## config.mk

```make
export PLATFORM = sky130hd
export DESIGN_NAME = debounce_multi
export DESIGN_NICKNAME = d
export VERILOG_FILES = /design/src/rtl/debounce_multi.sv
export SDC_FILE = /design/constraint.sdc
export NUM_CORES = 1
export LEC_CHECK = 0
export ABC_AREA = 1
export CAP_MARGIN = 20
export CORE_MARGIN = 2
export CORE_UTILIZATION = 25
export CTS_CLUSTER_DIAMETER = 30
export DETAILED_ROUTE_END_ITERATION = 12
export GPL_ROUTABILITY_DRIVEN = 0
export SKIP_CTS_REPAIR_TIMING = 1
export SLEW_MARGIN = 30
export SYNTH_ARGS = -nofsm -noshare
export SYNTH_HDL_FRONTEND = slang
export SYNTH_SLANG_ARGS = --single-unit
export TNS_END_PERCENT = 50
```

## constraint.sdc

```tcl
create_clock -name clk -period 2.9 [get_ports clk]
set_input_delay 0.87 -clock clk [delete_from_list [all_inputs] [get_ports clk]]
set_output_delay 0.87 -clock clk [all_outputs]
set_load 0.01 [all_outputs]
```

## src/rtl/debounce_multi.sv

```systemverilog
// debounce_multi: N-channel push-button debouncer with edge-pulse outputs.
//
// Each raw button is synchronised to clk. Its debounced level changes only
// after the synchronised input has disagreed with the level for STABLE_CYCLES
// consecutive cycles. Every accepted change produces a registered one-cycle
// press or release pulse.
//
// Optional feature (compile-time macro LONG_PRESS_EN): a per-channel hold
// counter pulses long_press once per press, LONG_CYCLES cycles after the
// press pulse. With the macro undefined, long_press is tied to 0.
//
// Ports:
//   clk           in  1     rising-edge clock
//   rst_n         in  1     synchronous reset, active low
//   btn_in        in  N_CH  raw asynchronous button inputs
//   btn_level     out N_CH  debounced level, 1 = pressed
//   press_pulse   out N_CH  1-cycle pulse on an accepted 0->1 of btn_level
//   release_pulse out N_CH  1-cycle pulse on an accepted 1->0 of btn_level
//   long_press    out N_CH  1-cycle pulse after a hold of LONG_CYCLES

// One debounce channel.
module debounce_lane #(
  parameter int STABLE_CYCLES = 250000,
  parameter int SYNC_STAGES   = 2,
  parameter bit ACTIVE_LOW    = 1'b0,
  parameter int LONG_CYCLES   = 5000000
) (
  input  logic clk,
  input  logic rst_n,
  input  logic btn_raw,
  output logic level,
  output logic press,
  output logic release_p,
  output logic long_press
);
  localparam int CW = $clog2(STABLE_CYCLES + 1);
  // Raw value meaning "not pressed"; also the polarity flip after the chain.
  localparam logic IDLE_RAW = ACTIVE_LOW;

  if (STABLE_CYCLES < 1 || SYNC_STAGES < 2 || LONG_CYCLES < 1) begin : g_bad_params
    $error("debounce_lane: illegal parameter value");
  end

  logic [SYNC_STAGES-1:0] sync_q;
  logic [CW-1:0]          cnt;
  logic                   s;
  logic                   accept;

  always_ff @(posedge clk) begin
    if (!rst_n) sync_q <= {SYNC_STAGES{IDLE_RAW}};
    else        sync_q <= {sync_q[SYNC_STAGES-2:0], btn_raw};
  end

  assign s = sync_q[SYNC_STAGES-1] ^ IDLE_RAW;
  // s can only disagree with level in one direction, so cnt is simply the
  // length of the current run of disagreement.
  assign accept = (s != level) && (cnt == CW'(STABLE_CYCLES - 1));

  always_ff @(posedge clk) begin
    if (!rst_n) begin
      level     <= 1'b0;
      cnt       <= '0;
      press     <= 1'b0;
      release_p <= 1'b0;
    end else begin
      press     <= accept & s;
      release_p <= accept & ~s;
      if (accept) level <= s;
      if (s == level || accept) cnt <= '0;
      else                      cnt <= cnt + CW'(1);
    end
  end

`ifdef LONG_PRESS_EN
  localparam int HW = $clog2(LONG_CYCLES + 1);
  logic [HW-1:0] hold;

  // hold counts cycles since the press became visible; saturation at
  // LONG_CYCLES keeps the pulse to exactly one per press.
  always_ff @(posedge clk) begin
    if (!rst_n) begin
      hold       <= '0;
      long_press <= 1'b0;
    end else begin
      long_press <= level && (hold == HW'(LONG_CYCLES - 1));
      if (!level)                         hold <= '0;
      else if (hold != HW'(LONG_CYCLES))  hold <= hold + HW'(1);
    end
  end
`else
  assign long_press = 1'b0;
`endif

endmodule

module debounce_multi #(
  parameter int N_CH          = 4,
  parameter int STABLE_CYCLES = 250000,
  parameter int SYNC_STAGES   = 2,
  parameter bit ACTIVE_LOW    = 1'b0,
  parameter int LONG_CYCLES   = 5000000
) (
  input  logic            clk,
  input  logic            rst_n,
  input  logic [N_CH-1:0] btn_in,
  output logic [N_CH-1:0] btn_level,
  output logic [N_CH-1:0] press_pulse,
  output logic [N_CH-1:0] release_pulse,
  output logic [N_CH-1:0] long_press
);

  debounce_lane #(
    .STABLE_CYCLES (STABLE_CYCLES),
    .SYNC_STAGES   (SYNC_STAGES),
    .ACTIVE_LOW    (ACTIVE_LOW),
    .LONG_CYCLES   (LONG_CYCLES)
  ) u_lane [N_CH-1:0] (
    .clk        (clk),
    .rst_n      (rst_n),
    .btn_raw    (btn_in),
    .level      (btn_level),
    .press      (press_pulse),
    .release_p  (release_pulse),
    .long_press (long_press)
  );

endmodule

```

# Yosys cells after proc, flatten, opt, wreduce, memory -nomap -nowiden
# Cells that the tools add are included.
# word_totals
register_bits	92
latchBits	0
ramBits	0
romBits	0
input_bits	6
out_inout_bits	16
wordCells	61
n_memories	0
# op_classes
addsub	4
n_mul	0
div	0
n_lt_le_gt_ge	0
eq_ne	12
n_shift	0
mux	0
n_bitwise	13
reduce_logical	12
# op_table
operator	count
$add A18 B1 Y18 const B	4
$eq A18 B18 Y1 const B	4
$and A1 B1 Y1	8
$reduce_or A2 Y1	4
$not A1 Y1	5
$eq A1 B1 Y1	4
$logic_and A1 B1 Y1	4
$logic_or A1 B1 Y1	4
$ne A1 B1 Y1	4

# Logic depth before layout (Yosys ltp)
# Gate-level depths: netlist (run 1).
# depth
word_depth	4
ltp_mapped	9
mapped_depth_nobuf	9

# Cells and area by module
# Synthesis (run 1) repeated with hierarchy kept, for this count alone.
# hier_totals
cells_unflattened	640
area_unflattened_um2	4434.3
# modules_own_cells
module	n_inst	cells_each	area_each_um2	seq_area_each_um2
debounce_lane	4	160	1108.6	460.4

# Least setup slack after synthesis (run 1)
# No wires, ideal clock.
# synth_path
kind	input port to flip-flop
startpoint	in rst_n
endpoint	reg u_lane[3].cnt[12]
setup_time_ps	62
arrival_time_ps	1599
t_required_ps	2838
setup_slack_ps	1239
path_stages	6
n_path_buf	2
path_cell_list	buf_4 > nand2_1 > nor2_1 > nand2_4 > buf_12 > nor2_2
# synth_via
elab_chain_len	2
# synth_lines
item	line	source
start, declared	104	input logic rst_n,
$not A1 Y1 (no line)	-	
$reduce_or A2 Y1 (no line)	-	
end signal, assigned	70	else cnt <= cnt + CW'(1);
end, declared	45	logic [CW-1:0] cnt;
# Every way passes these cells.
# A chain may end at the register's enable or synchronous reset.

# Worst setup path in the final report (run 1)
# layout_path
startpoint	reg u_lane[2].level
endpoint	out btn_level[2]
# layout_rtl
item	line	source
start, declared	31	output logic level,
start signal, assigned	68	if (accept) level <= s;
end, declared	106	output logic [N_CH-1:0] btn_level,
# No word-level cell between the ends.

==> metrics.txt, run 1 <==
Syn Std Cell Area about 4500 sq um; number of synthesized flops with an enable pin 0; post-route clock skew 0.00680 ns; WP buf/inv 1; number of remaining DRC errors 0; core footprint 17400 sq um; total vias in the final route roughly 3.5k; setup violators final 0; Final TNS setup 0 ns; vias per inst between 3 and 4; Diodes inserted 0; GRT overflow 0; Peak Freq 0.448 GHz; Largest stage delay, worst path roughly 0.60 ns; Area Overhead vs Synth 13.5%; Mapped Cells between 600 and 700; first-pass GRT wire length approximately 15000 um; Die ar. between 15000 and 20000 sq um; Avg WL per Cell 9.53 um; Arr. time, crit path 1.36 ns; Max H-tree Level 3; Seq/Total Area, Yosys 0.412; Slew HR 0.651; Worst-Margin Slew about 0.52 ns; First DRT Iteration DRCs ~180; std cell rows 48; initial core utilization 0.257; VDD IR max about 350 uV; GRT Overall Usage 0.0980; initial antenna violation count 0; static leakage 1.72 nW; Die H approximately 140 um; clk buf depth 2; Core Util, Final 0.291; number of global-route vias before repair 3286; post-synthesis async set-or-reset flop share 0; Max-cap violations 0; Worst Reg-to-Reg Cells 8; Synth Flop Type dfxtp_1; nets approximately 660; Worst-path clk slew about 0.070 ns; CP Capture Point btn_level[2]; worst reg2reg setup slack between 1 and 1.5 ns; synth top area cells dfxtp_1, nand2_1, nor2_1; later-pin clock latency in the skew report 0.35 ns; drt first pass iters 4; Worst setup SP type register; clock sink count between 90 and 100; Unique masters post-synth 31; reg-to-reg startpoint u_lane[3].cnt[0]$_SDFF_PP0_; number of hold violations in the final report 0; #FFs+latches synth just over 90; Synth area leader dfxtp_1; final cycle utilization of the critical path 0.769; status finished clean; Reg-to-Reg End u_lane[3].cnt[10]$_SDFF_PP0_; endpoint class of the critical path output port; Slowest-stage cell, CP clkdlybuf4s50_1; Synth Warn # 0; max-slew violations 0; final WL around 8400 um; Root Buffer clkbuf_16; minimum clock period 2.23 ns; maximum fanout along the worst path 5; CTS Buf Count 9; CTS tree done; chip width about 140 um; # IOs 22; largest net degree at the start of global routing 19; area fraction of the dominant cell type after synthesis 0.412; I/O Buffers 17; top-count cell post-synth nand2_1; Power Dens Cells between 500 and 600 nW/um^2; Worst Hold Class reg2reg; post-synthesis average cell area about 7 sq um; post-route ant nets 0; HPWL after detailed placement approximately 6200 um; CP top delay family buffers and inverters; share of layout cells above drive strength 1 0.0814; worst endpoint required time a little over 2 ns; RSZ-0062 raised after global routing no; critical path class reg2out; cell count along the critical path 1; top cells by count, synth nand2_1, nor2_1, dfxtp_1; Critical Path Source u_lane[2].level$_SDFFE_PN0P_; CP cell instances clkdlybuf4s50_1
-- how the worst min path moves through the flow --
stage,cells past startpoint,from,to
after detailed placement,2,u_lane[0].sync_q[0]$_SDFF_PN0_,u_lane[0].sync_q[1]$_SDFF_PN0_
after floorplan,2,u_lane[0].sync_q[0]$_SDFF_PN0_,u_lane[0].sync_q[1]$_SDFF_PN0_
final,2,u_lane[0].sync_q[0]$_SDFF_PN0_,u_lane[0].sync_q[1]$_SDFF_PN0_
after CTS,2,u_lane[0].sync_q[0]$_SDFF_PN0_,u_lane[0].sync_q[1]$_SDFF_PN0_
after global routing,2,u_lane[1].sync_q[0]$_SDFF_PN0_,u_lane[1].sync_q[1]$_SDFF_PN0_
after global placement,2,u_lane[0].sync_q[0]$_SDFF_PN0_,u_lane[0].sync_q[1]$_SDFF_PN0_
-- state kept, by name, indices dropped and copies added, names as in the netlist --
register / cells
u_lane.cnt: 72
u_lane.level: 4
u_lane.press: 4
u_lane.release_p: 4
u_lane.sync_q: 8
-- layout by cell type (no fill, tap or decap), types with 2 or more instances in the layout --
| cell | Yosys | layout |
|---|---|---|
| xnor2_1 | 6 | 6 |
| or2_2 | 3 | 3 |
| nor3_1 | 6 | 6 |
| xor2_1 | 29 | 29 |
| ha_1 | 4 | 4 |
| nand3_1 | 35 | 35 |
| clkdlybuf4s50_1 | 0 | 17 |
| nand2_1 | 151 | 151 |
| bufinv_16 | 0 | 2 |
| clkinvlp_4 | 0 | 2 |
| nor2_1 | 122 | 122 |
| conb_1 | 1 | 4 |
| nand4_1 | 11 | 11 |
| nand3_2 | 5 | 5 |
| inv_1 | 82 | 82 |
| clkbuf_16 | 0 | 9 |
| nor2_2 | 18 | 18 |
| o21ai_0 | 13 | 13 |
| a21oi_1 | 19 | 19 |
| nand2_2 | 3 | 3 |
| nor2_4 | 2 | 2 |
| nand2_4 | 3 | 3 |
| dfxtp_1 | 92 | 92 |
| nor3b_1 | 2 | 2 |
-- metrics by stage --
step           worst slack, ns  hold slack (ns)  cell area (sq um)  std cells  total power [mW]
2_1_floorplan             1.24            0.390               4480        639              1.33
3_3_place_gp             0.464            0.420               4760        860              1.34
3_5_place_dp             0.398            0.420               4760        860              1.34
4_1_cts                  0.630            0.435               5080        876              2.62
5_1_grt                  0.598            0.456               5080        876              2.66
6_report                 0.669            0.436               5080        876              2.57
-- where the power goes --
part | leakage, nW | internal (mW) | switching, mW
Clock | 0.149 | 0.755 | 0.502
Combinational | 0.833 | 0.0131 | 0.0225
Sequential | 0.743 | 1.27 | 0.00456
-- layer usage --
metal / up-vias / part of all wire / wire length, um / GRT usage
li1: 1951 / - / - / -
met1: 1502 / 0.53 / 4400 / 0.126
met2: 32 / 0.42 / 3520 / 0.151
met3: 11 / 0.025 / 209 / 0.0202
met4: 0 / 0.026 / 219 / 0.0573
met5: - / 0 / 0 / 0
-- kinds of logic (layout without fill, tap and decap cells) --
kind of cell             Yosys count  in the layout  share of synthesized area
adder cells (fa/ha/maj)            4              4                     0.0112
AO/OA/AOI/OAI                     33             33                     0.0375
XOR/XNOR                          35             35                     0.0685
buffers and inverters            106            118                      0.112
other                              1              4                   0.000838
AND/OR/NAND/NOR                  365            365                      0.358
flip-flops                        92             92                      0.412
-- layout make-up --
class | instances | area [sq um]
Clock buffer | 10 | 229
Clock inverter | 6 | 88.8
Fill cell | 1906 | 12300
Inverter | 84 | 318
Multi-Input combinational cell | 441 | 2140
Sequential cell | 92 | 1840
Tap cell | 225 | 282
Timing Repair Buffer | 18 | 178
(Power assumes the default switching activity.)
==> inputs of run 2 (changes only) <==
==> constraint.sdc (replaced) <==
create_clock -name clk -period 2 [get_ports clk]
set_input_delay 0.6 -clock clk [delete_from_list [all_inputs] [get_ports clk]]
set_output_delay 0.6 -clock clk [all_outputs]
set_load 0.01 [all_outputs]
==> run 2 against run 1 <==
Against the previous run:
- design area rose by 0.64%
- largest cell class unchanged
- via count up 0.54%
- combinational power rose by 55%
- setup slack lost 0.55 ns
- utilization increased by 0.19 points
- clock power is 38% higher
- register-to-register slack got worse by 0.90 ns
- highest routed layer unchanged
- largest power group unchanged
==> metrics.txt, run 2 (synthesis gave the netlist of run 1 again) <==
status finished clean; multi-input logic area 2140 sq um (unchanged); RSZ-0062 raised after global routing no; Die ar. 19000 sq um (unchanged); Final TNS setup 0 ns (unchanged); Arr. time, crit path 1.28 ns (-0.08 ns); CTS tree done; Diodes inserted 0 (unchanged); VDD IR max 422 uV (+22%); I/O Buffers 17 (unchanged); # IOs 22 (unchanged); DP Cell Count 867 (+0.81%); final std cells w/o fill 880 (+0.46%); Avg WL per Cell 9.69 um (+1.7%); largest net degree at the start of global routing 19 (unchanged); Worst Hold Class reg2reg; number of hold violations in the final report 0 (unchanged); number of global-route vias before repair 3335 (+1.5%); share of layout cells above drive strength 1 0.0885 (+0.00714); endpoint class of the critical path output port; core footprint 17400 sq um (unchanged); nets 663 (+1.1%); Most flops, register u_lane.cnt; chip width 138 um (unchanged); minimum clock period between 1.5 and 2 ns; Largest regs u_lane.cnt x72, u_lane.sync_q x8; Power Dens Cells 714 nW/um^2 (+41%); Slowest-stage cell, CP clkdlybuf4s50_1; total vias in the final route 3515 (+0.54%); Root Buffer clkbuf_16; GRT Overall Usage 0.101 (+0.00293); CTS Buf Count 9 (unchanged); number of remaining DRC errors 0 (unchanged); first-pass GRT wire length 15000 um (+3.4%); Worst setup SP type register; static leakage 1.78 nW (+3.0%); max-slew violations 0 (unchanged); setup violators final 0 (unchanged); final WL 8530 um (+2.1%); drt first pass iters 4 (unchanged); met3 Track Usage GR 0.0239 (+0.00368); post-route ant nets 0 (unchanged); GR Layer Usage met1 0.132 (+0.00578); Max H-tree Level 3 (unchanged); Area Overhead vs Synth 14.2%; clk buf depth 2 (unchanged); layer with the highest usage met2; Register Area 1840 sq um (about the same); max FFs per register 72 (unchanged); WP buf/inv 1 (unchanged); final cycle utilization of the critical path 0.941; maximum fanout along the worst path 5 (unchanged); worst endpoint required time 1.40 ns (-0.63 ns); Die H 138 um (unchanged); clock sink count 92 (unchanged); CP top delay family buffers and inverters; hold slack 0.409 ns (-0.0265 ns); Worst-path clk slew 0.06 ns (about the same); critical path class reg2out; initial antenna violation count 0 (unchanged); Largest stage delay, worst path 0.55 ns (-0.05 ns); vias per inst 3.99 (about the same); std cell rows 48 (unchanged); First DRT Iteration DRCs 177 (-2.7%); CP cell instances clkdlybuf4s50_1; Peak Freq approximately 0.53 GHz; Max-cap violations 0 (unchanged); post-route clock skew 0.00488 ns (-0.00192 ns); commonest non-fill, non-tap cell in the layout nand2_1; HPWL after detailed placement 6290 um (+1.6%); Filler Cells Inserted 1896 (-0.52%); later-pin clock latency in the skew report 0.35 ns (about the same); met2 Use GR 0.151 (+0.000276); initial core utilization 0.257 (unchanged); commonest cells after routing, fill and taps aside nand2_1, nor2_1, dfxtp_1; GRT overflow 0 (unchanged)
run 2: worst paths after layout:
check | slack (ns) | endpoint | depth (start not counted) | startpoint
setup / recovery | 0.12 | btn_level[3] | 1 | u_lane[3].level$_SDFFE_PN0P_
setup reg to reg | 0.43 | u_lane[3].cnt[9]$_SDFF_PP0_ | 8 | u_lane[3].cnt[0]$_SDFF_PP0_
hold reg to reg | 0.41 | u_lane[0].sync_q[1]$_SDFF_PN0_ | 2 | u_lane[0].sync_q[0]$_SDFF_PN0_
hold / removal | 0.41 | u_lane[0].sync_q[1]$_SDFF_PN0_ | 2 | u_lane[0].sync_q[0]$_SDFF_PN0_
run 2: area by class of cell:
type | count | share of cell area
timing repair buffer | 25 | 0.0456
clock buffer | 10 | 0.0448
inverter | 84 | 0.0622
multi-input combinational | 441 | 0.419
tap | 225 | 0.0551
clock inverter | 3 | 0.0127
sequential | 92 | 0.361
run 2: through the flow:
step / cell area (sq um) / setup slack (ns) / total power [mW] / utilization
global route: 5110 / 0.0797 / 3.78 / 0.293
finish: 5110 / 0.118 / 3.65 / 0.293
CTS: 5100 / 0.0181 / 3.71 / 0.293
floorplan: 4480 / 0.609 / 1.93 / -
detailed placement: 4810 / 0.0373 / 1.95 / 0.276
global placement: 4810 / 0.0498 / 1.95 / 0.276
run 2: metal layers:
layer / part of all wire / routed length, um
met5: 0 / 0
met4: 0.026 / 221
met3: 0.033 / 278
met2: 0.42 / 3620
met1: 0.52 / 4410
run 2: report_power, final:
group,switching (mW),total (mW),leakage (nW),internal (mW)
clock,0.673,1.74,0.144,1.07
combinational,0.0327,0.0553,0.889,0.0227
sequential,0.00678,1.85,0.743,1.84
total,0.712,3.65,1.78,2.94
